`src/rtl/wm_pkg.sv`:
```
// Shared washing-machine definitions: controller state codes, timer FSM states
// and default phase durations.
package wm_pkg;

    localparam logic [2:0] CTL_START      = 3'd0;
    localparam logic [2:0] CTL_FILL_WATER = 3'd1;
    localparam logic [2:0] CTL_HEAT_WATER = 3'd2;
    localparam logic [2:0] CTL_WASH       = 3'd3;
    localparam logic [2:0] CTL_RINSE      = 3'd4;
    localparam logic [2:0] CTL_SPIN       = 3'd5;
    localparam logic [2:0] CTL_HOLD       = 3'd6;
    localparam logic [2:0] CTL_FAULT      = 3'd7;

    typedef enum logic [2:0] {
        T_IDLE,
        T_FILL,
        T_HEAT,
        T_WASH,
        T_RINSE,
        T_SPIN,
        T_EXPIRED
    } timer_state_t;

    localparam int DEF_CNT_W        = 16;
    localparam int DEF_CLK_DIV      = 1000;
    localparam int DEF_FILL_TIMEOUT = 60;
    localparam int DEF_HEAT_TIMEOUT = 120;
    localparam int DEF_WASH_TICKS   = 300;
    localparam int DEF_RINSE_TICKS  = 200;
    localparam int DEF_SPIN_TICKS   = 150;

endpackage

```
`src/rtl/wm_tick_prescaler.sv`:
```
// Divides the system clock by CLK_DIV; tick is asserted combinationally on the
// enabled cycle where the divider wraps.
module wm_tick_prescaler #(
    parameter int CLK_DIV = 1000
) (
    input  logic clock,
    input  logic reset_n,
    input  logic clear,
    input  logic enable,
    output logic tick
);

    localparam int              PRE_W = (CLK_DIV > 1) ? $clog2(CLK_DIV) : 1;
    localparam logic [PRE_W-1:0] LAST = PRE_W'(CLK_DIV - 1);

    logic [PRE_W-1:0] count;

    assign tick = enable && !clear && (count == LAST);

    always_ff @(posedge clock or negedge reset_n) begin
        if (!reset_n) begin
            count <= '0;
        end else if (clear) begin
            count <= '0;
        end else if (enable) begin
            count <= (count == LAST) ? '0 : count + 1'b1;
        end
    end

endmodule

```
`src/rtl/wm_phase_timer.sv`:
```
// Per-phase countdown scheduler for the washing-machine controller.
// Optional macro WM_EXTRA_RINSE_EN adds extra_Rinse (doubles the rinse load).
module wm_phase_timer
    import wm_pkg::*;
#(
    parameter int CNT_W        = DEF_CNT_W,
    parameter int CLK_DIV      = DEF_CLK_DIV,
    parameter int FILL_TIMEOUT = DEF_FILL_TIMEOUT,
    parameter int HEAT_TIMEOUT = DEF_HEAT_TIMEOUT,
    parameter int WASH_TICKS   = DEF_WASH_TICKS,
    parameter int RINSE_TICKS  = DEF_RINSE_TICKS,
    parameter int SPIN_TICKS   = DEF_SPIN_TICKS
) (
    input  logic             clock,
    input  logic             reset_n,
    input  logic             fill_Water_Operation,
    input  logic             heat_Water_Operation,
    input  logic             wash_Operation,
    input  logic             rinse_Operation,
    input  logic             spin_Operation,
    input  logic             pause,
`ifdef WM_EXTRA_RINSE_EN
    input  logic             extra_Rinse,
`endif
    output logic             sig_Time_Out,
    output logic             sig_Wash_Completed,
    output logic             sig_Rinse_Completed,
    output logic             sig_Spin_Completed,
    output logic             phase_Error,
    output logic [CNT_W-1:0] remaining_Ticks
);

    localparam logic [CNT_W-1:0] FILL_LOAD  = CNT_W'(FILL_TIMEOUT);
    localparam logic [CNT_W-1:0] HEAT_LOAD  = CNT_W'(HEAT_TIMEOUT);
    localparam logic [CNT_W-1:0] WASH_LOAD  = CNT_W'(WASH_TICKS);
    localparam logic [CNT_W-1:0] RINSE_LOAD = CNT_W'(RINSE_TICKS);
    localparam logic [CNT_W-1:0] SPIN_LOAD  = CNT_W'(SPIN_TICKS);
    localparam logic [CNT_W-1:0] ONE        = CNT_W'(1);

`ifdef WM_EXTRA_RINSE_EN
    function automatic logic [CNT_W-1:0] sat_double(input logic [CNT_W-1:0] v);
        logic [CNT_W:0] d;
        d = {v, 1'b0};
        return d[CNT_W] ? '1 : d[CNT_W-1:0];
    endfunction
`endif

    timer_state_t     state;
    timer_state_t     entry_state;
    logic [4:0]       ops_p0, ops_p1;
    logic [CNT_W-1:0] count;
    logic [CNT_W-1:0] entry_load;
    logic             multi, go_idle, entry, run_phase, counting, expire;
    logic             pre_clear, pre_enable, tick;

    // Stage p0: current operation sample; p1 holds the previous edge's sample
    assign ops_p0  = {fill_Water_Operation, heat_Water_Operation, wash_Operation,
                      rinse_Operation, spin_Operation};
    assign multi   = (ops_p0 & (ops_p0 - 5'd1)) != 5'd0;
    assign go_idle = multi || (ops_p0 == 5'd0);
    assign entry   = !go_idle && (ops_p0 != ops_p1);

    always_comb begin
        entry_state = T_IDLE;
        entry_load  = '0;
        case (ops_p0)
            5'b10000: begin entry_state = T_FILL;  entry_load = FILL_LOAD;  end
            5'b01000: begin entry_state = T_HEAT;  entry_load = HEAT_LOAD;  end
            5'b00100: begin entry_state = T_WASH;  entry_load = WASH_LOAD;  end
            5'b00010: begin
                entry_state = T_RINSE;
`ifdef WM_EXTRA_RINSE_EN
                entry_load  = extra_Rinse ? sat_double(RINSE_LOAD) : RINSE_LOAD;
`else
                entry_load  = RINSE_LOAD;
`endif
            end
            5'b00001: begin entry_state = T_SPIN;  entry_load = SPIN_LOAD;  end
            default:  begin entry_state = T_IDLE;  entry_load = '0;         end
        endcase
    end

    // Fill/heat with a zero timeout sit idle; the duration phases expire even from 0
    assign run_phase  = (state == T_WASH) || (state == T_RINSE) || (state == T_SPIN);
    assign counting   = run_phase ||
                        (((state == T_FILL) || (state == T_HEAT)) && (count != '0));
    assign pre_clear  = go_idle || entry || !counting;
    assign pre_enable = counting && !pause;
    assign expire     = !go_idle && !entry && counting && !pause &&
                        ((tick && (count == ONE)) || (run_phase && (count == '0)));

    wm_tick_prescaler #(.CLK_DIV(CLK_DIV)) u_prescaler (
        .clock   (clock),
        .reset_n (reset_n),
        .clear   (pre_clear),
        .enable  (pre_enable),
        .tick    (tick)
    );

    assign remaining_Ticks = count;

    // Stage p1: FSM, counter and registered pulses
    always_ff @(posedge clock or negedge reset_n) begin
        if (!reset_n) begin
            state               <= T_IDLE;
            ops_p1              <= '0;
            count               <= '0;
            phase_Error         <= 1'b0;
            sig_Time_Out        <= 1'b0;
            sig_Wash_Completed  <= 1'b0;
            sig_Rinse_Completed <= 1'b0;
            sig_Spin_Completed  <= 1'b0;
        end else begin
            ops_p1              <= ops_p0;
            phase_Error         <= phase_Error | multi;
            sig_Time_Out        <= 1'b0;
            sig_Wash_Completed  <= 1'b0;
            sig_Rinse_Completed <= 1'b0;
            sig_Spin_Completed  <= 1'b0;
            if (go_idle) begin
                state <= T_IDLE;
                count <= '0;
            end else if (entry) begin
                state <= entry_state;
                count <= entry_load;
            end else if (expire) begin
                state               <= T_EXPIRED;
                count               <= '0;
                sig_Time_Out        <= (state == T_FILL) || (state == T_HEAT);
                sig_Wash_Completed  <= (state == T_WASH);
                sig_Rinse_Completed <= (state == T_RINSE);
                sig_Spin_Completed  <= (state == T_SPIN);
            end else if (tick && (count != '0)) begin
                count <= count - ONE;
            end
        end
    end

endmodule

```
`config.mk`:
```
export PLATFORM = sky130hd
export DESIGN_NAME = wm_phase_timer
export DESIGN_NICKNAME = d
export VERILOG_FILES = /design/src/rtl/wm_pkg.sv /design/src/rtl/wm_tick_prescaler.sv /design/src/rtl/wm_phase_timer.sv
export SDC_FILE = /design/constraint.sdc
export NUM_CORES = 1
export LEC_CHECK = 0
export ABC_AREA = 0
export ABC_CLOCK_PERIOD_IN_PS = 5550
export CAP_MARGIN = 20
export CORE_ASPECT_RATIO = 0.75
export CORE_MARGIN = 8
export CORE_UTILIZATION = 43
export CTS_BUF_LIST = sky130_fd_sc_hd__clkbuf_8 sky130_fd_sc_hd__clkbuf_16
export CTS_CLUSTER_DIAMETER = 200
export CTS_CLUSTER_SIZE = 10
export DETAILED_ROUTE_END_ITERATION = 10
export GPL_TIMING_DRIVEN = 0
export PLACE_DENSITY = 0.74
export SKIP_CTS_REPAIR_TIMING = 1
export SKIP_LAST_GASP = 1
export SYNTH_ARGS = -nofsm -noshare
export SYNTH_HDL_FRONTEND = slang
export SYNTH_SLANG_ARGS = --single-unit
```
`constraint.sdc`:
```
create_clock -name clock -period 5.55 [get_ports clock]
set_input_delay 1.3875 -clock clock [delete_from_list [all_inputs] [get_ports clock]]
set_output_delay 1.3875 -clock clock [all_outputs]
set_load 0.005 [all_outputs]
```
* After elaboration in Yosys (flattened, before gate mapping) *
Index checks and enable logic that the tools add are counted.

word-level totals
  register bits = 39
  input bits = 8
  logic and storage cells = 83
  output and inout bits = 21

operators by class
  multiplexer cells = 24
  eq/ne operators = 13
  add/subtract/negate cells = 3
  bitwise operators = 2
  reductions and logical operators = 32

operators with widths
  kind                     count
  $mux W16                 4
  $pmux W9 S5              1
  $mux W10                 3
  $eq A16 B1 Y1 const B    1
  $logic_not A16 Y1        1
  $reduce_bool A16 Y1      1
  $sub A16 B1 Y16 const B  1
  $pmux W3 S5              1
  $logic_and A1 B1 Y1      12
  $mux W1                  12
  $add A10 B1 Y10 const B  1
  $eq A10 B10 Y1 const B   1
  $mux W3                  3
  $logic_or A1 B1 Y1       8
  $eq A3 B2 Y1 const B     2
  $eq A3 B3 Y1 const B     2
  $and A5 B5 Y5            1
  $eq A5 B1 Y1 const B     1
  $eq A5 B2 Y1 const B     1
  $eq A5 B3 Y1 const B     1
  $eq A5 B4 Y1 const B     1
  $eq A5 B5 Y1 const B     1
  $logic_not A1 Y1         5
  $logic_not A5 Y1         1
  8 further kinds          8

* Logic depth before layout (Yosys ltp) *
  depth in word-level cells = 17
  depth in mapped cells = 10

* Cells and area by module *
A second synthesis with hierarchy kept.

unflattened totals
  cells, all modules = 282
  area total of the unflattened synthesis = 2487.4 um^2

modules (own cells, without submodules)
  module             area each (um^2)  times used  seq. area each (um^2)  cells each
  wm_phase_timer     1914.3            1           725.7                  223
  wm_tick_prescaler  573.0             1           250.2                  59

* Worst setup path before layout *
OpenSTA, ideal clock, no wires.

  path type = input to register
  start point = in wash_Operation
  end point = reg u_prescaler.count[9]
  arrival time = 3.146 ns
  data required time = 5.471 ns
  library setup time = 0.079 ns
  stages on the path = 7
  slack = 2.325 ns
  path through = buf_6 > or3_4 > or2_4 > o21a_4 > or3_4 > or3_1 > mux2i_1

on the way
  longest elaborated chain between the ends = 9
  elaborated cells on any way between the ends = 12
  classes of those cells = add/sub: 1; eq/ne: 1; mux: 1; bitwise: 1; reduce/logical: 8

RTL lines
  what                                            RTL line                 RTL
  from (decl)                                     wm_phase_timer.sv:18     input logic wash_Operation,
  $sub A5 B1 Y5                                   wm_phase_timer.sv:59     assign multi = (ops_p0 & (ops_p0 - 5'd1)) != 5'd0;
  $and A5 B5 Y5                                   wm_phase_timer.sv:59
  $reduce_bool A5 Y1                              wm_phase_timer.sv:59
  $logic_or A1 B1 Y1                              wm_phase_timer.sv:60     assign go_idle = multi || (ops_p0 == 5'd0);
  $logic_not A1 Y1                                wm_phase_timer.sv:61     assign entry = !go_idle && (ops_p0 != ops_p1);
  $logic_and A1 B1 Y1                             wm_phase_timer.sv:61
  $logic_or A1 B1 Y1 * (2 in a row)               wm_phase_timer.sv:87     assign pre_clear = go_idle || entry || !counting;
  $mux W10 or $reduce_bool A2 Y1 (tied branches)  --
  to (signal assigned)                            wm_tick_prescaler.sv:26  count <= (count == LAST) ? '0 : count + 1'b1;
  to (decl)                                       wm_tick_prescaler.sv:16  logic [PRE_W-1:0] count;

Mark *: on every way between the ends. The rest lies on a longest branch, timed or not.
A chain may end at the register's enable or synchronous reset.

* Worst setup path after layout *
  start point = in rinse_Operation
  end point = reg count[7] (netlist: remaining_Ticks[7])

on the way
  longest elaborated chain between the ends = 17
  elaborated cells on any way between the ends = 31
  classes of those cells = add/sub: 1; eq/ne: 6; mux: 4; bitwise: 1; reduce/logical: 19

RTL lines
  what                              RTL line                                    RTL
  from (decl)                       wm_phase_timer.sv:19                        input logic rinse_Operation,
  $sub A5 B1 Y5                     wm_phase_timer.sv:59
  $and A5 B5 Y5                     wm_phase_timer.sv:59
  $reduce_bool A5 Y1                wm_phase_timer.sv:59
  $logic_or A1 B1 Y1                wm_phase_timer.sv:60
  $logic_not A1 Y1                  wm_phase_timer.sv:61, wm_phase_timer.sv:89
  $logic_and A1 B1 Y1               wm_phase_timer.sv:61
  $logic_or A1 B1 Y1 (2 in a row)   wm_phase_timer.sv:87
  $logic_not A1 Y1                  wm_tick_prescaler.sv:18                     assign tick = enable && !clear && (count == LAST);
  $logic_and A1 B1 Y1 (2 in a row)  wm_tick_prescaler.sv:18
  $logic_and A1 B1 Y1               wm_phase_timer.sv:90                        ((tick && (count == ONE)) || (run_phase && (count == '0)));
  $logic_or A1 B1 Y1                wm_phase_timer.sv:90
  $logic_and A1 B1 Y1               wm_phase_timer.sv:89                        assign expire = !go_idle && !entry && counting && !pause &&
  $mux W16                          wm_phase_timer.sv:126                       end else if (expire) begin
  $mux W16                          wm_phase_timer.sv:123                       end else if (entry) begin
  $mux W16                          wm_phase_timer.sv:120                       if (go_idle) begin
  to (signal assigned)              wm_phase_timer.sv:125                       count <= entry_load;
  to (signal assigned)              wm_phase_timer.sv:134                       count <= count - ONE;
  to (decl)                         wm_phase_timer.sv:51                        logic [CNT_W-1:0] count;

Several ways; a longest one is shown, not always the timed one.

==> impl_metrics.yaml <==
outcome:
  status: "finished, final reports clean"
setup_path:
  cp.buffers_inverters: 3
  crit_arrival_ns: 3.90
  cp-start-kind: "input pin"
  critPathCaptureType: "register"
  crit_family: "simple AND/OR/NAND/NOR gates"
  cp_cell_sequence: "clkdlybuf4s50_1 -> clkbuf_8 -> xnor2_1 -> nand3_1 -> nor2_1 -> and3_1 -> buf_2 -> o21ai_0 -> a32o_1"
  required_ns: 5.73
  worstSetupPathType: "in2reg"
  max_stage_delay_ns: 0.58
  cp_slowest_cell: "nor2_1"
  cp_max_fo: 10
place:
  dp_hpwl_um: 4250
  portBuffers: 28
  place_inst: 374
  dpl_worst_slack_ns: 1.59
  place.gp.congestion: 0.867
  post_dp_cell_area_mm2: 0.00288
sta:
  final_hold_viol_count: 0
  fmax_mhz: 269
  clock_skew_ns: 0.00777
  worst_slack_ns: 1.83
  layout_min_cycle_time_ns: 3.72
  tightest_slew_ns: 0.857
  setup_violations: 0
  slew_violations: 0
  finalSetupTns_ns: 0
  rsz0062_at_grt: "false"
  slew_headroom_pct: 42.8
  whs_ns: 0.472
  timing.final.crit_share_pct: 67.1
final_layout:
  postLayoutCellArea_mm2: 0.00295
  layout_common_cells: "dfrtp_1, clkdlybuf4s50_1, nor2_1"
  final_util_pct: 51.5
  instances_no_fill: 380
  final_nets: 314
  num-fill-cells: 541
  antenna_cells: 0
  drive_above_1_share_pct: 12.6
  syn_to_final_growth_pct: 17.8
  final_common_cell: "dfrtp_1"
global_routing:
  grt_first_pass_wirelength_um: 10000
  antenna_found_initial: 0
  grt_use_total_pct: 14.2
  grt_max_degree: 40
  grt_overflow: 0
  grt_pass1_vias: 2066
synthesis:
  synth_edf_count: 0
  synth_area_per_cell_um2: 9.36
  synth_top_family_by_area: "simple AND/OR/NAND/NOR gates"
  ys.flop_type: "dfrtp_1"
  synth-simple-area-share_pct: 27.0
  synthAdderAreaFrac_pct: 1.50
  syn-instance-count: 268
  async_reset_ff_share_pct: 100
  synthXorXnorAreaFrac_pct: 5.24
  yosysWarnings: 0
  ys_ff_latch: 39
  postSynthNetCount: 279
  yosys-mux-area-fraction_pct: 2.59
  syn_area_mm2: 0.00251
  synth-seq-area-share_pct: 38.9
  synth_compound_area_share_pct: 19.1
  synth_cell_type_count: 62
cts:
  cts_sinks: 39
  cts_tree: "yes"
  cts_root_buf: "clkbuf_8"
  htree_levels: 2
  clkTransAtPathRegs_ns: 0.07
  cts_buffers: 5
  clockBufferDepth: 2
  clock_latency_ns: 0.29
worst_hold_path:
  hold_class: "reg2reg"
route:
  first_pass_iters: 4
  routed_wl_um: 5800
  vias_per_cell: 5.71
  drtAntennaViolNets: 0
  wl_per_cell_um: 15.3
  drc: 0
  via_count: 2170
  dr.first_iter.drc_count: 135
die:
  io_pins: 29
  start_util_pct: 43.7
  rows: 24
  chipHeight_um: 82.2
  core_area_mm2: 0.00574
  dieWidth_um: 104
  die_area_mm2: 0.00856
power_and_ir_drop:
  power.density_mw_per_mm2: 203
  totalPowerFinal_mw: 0.600
  p_leak_nw: 1.21
  ir_worst_vdd_v: 0.000105
flow_run:
  maxCapViolCount: 0
==> cells by family after synthesis <==
group,after synthesis
flops,39
simple gates,114
xor+xnor,15
buf+inv,21
mux,6
fa+ha+maj,3
compound gates,70
==> routing by layer <==
| metal | track usage, % | share of wire, % |
|---|---|---|
| met1 | 19.8 | 52 |
| met2 | 20.9 | 42 |
| met3 | 4.03 | 5.5 |
| met4 | 5.04 | 1.2 |
| met5 | 0 | 0 |
==> cell type report <==
type | instances | area [µm²] | area share, %
Clock inverter | 1 | 3.75 | 0.127
Timing Repair Buffer | 28 | 275 | 9.32
Clock buffer | 5 | 68.8 | 2.33
Buffer | 12 | 110 | 3.73
Tap cell | 78 | 97.6 | 3.30
Multi-Input combinational cell | 208 | 1390 | 47.0
Sequential cell | 39 | 976 | 33.0
Inverter | 9 | 33.8 | 1.14
==> report_power, final <==
group	total (mW)	internal [mW]	switching, mW	leakage, nW
clock	0.175	0.0819	0.0932	0.0413
combinational	0.124	0.0538	0.0705	0.643
sequential	0.300	0.290	0.00997	0.524
==> Yosys cell counts (all sizes together) (8+ instances only) <==
cell type | instances | share of area [%]
dfrtp | 39 | 39
nor2 | 25 | 3.7
o21ai | 20 | 4.1
a21oi | 18 | 4.0
nand2 | 16 | 2.4
or3 | 12 | 3.4
nand3 | 11 | 2.7
nor4 | 10 | 4.2
xnor2 | 10 | 3.5
buf | 9 | 3.1
inv | 9 | 1.3
and3 | 8 | 2.0
nor3 | 8 | 1.8
==> final timing paths <==
kind / start / endpoint / slack (ns) / cells after the start
max: rinse_Operation / remaining_Ticks[7] / 1.83 / 9
min: u_prescaler.count[9] / u_prescaler.count[9] / 0.47 / 1
max reg2reg: remaining_Ticks[0] / remaining_Ticks[6] / 2.80 / 8
min reg2reg: u_prescaler.count[9] / u_prescaler.count[9] / 0.47 / 1
max in group asynchronous: reset_n / sig_Time_Out / 3.81 / 1
min in group asynchronous: reset_n / remaining_Ticks[6] / 1.20 / 1
==> sequential cells by signal, indices dropped and copies added, names as in the netlist <==
name / cells
phase_Error: 1
sig_Rinse_Completed: 1
state: 3
ops_p1: 5
u_prescaler.count: 10
sig_Spin_Completed: 1
remaining_Ticks: 16
sig_Time_Out: 1
sig_Wash_Completed: 1
Power figures use the tool's default switching activity.
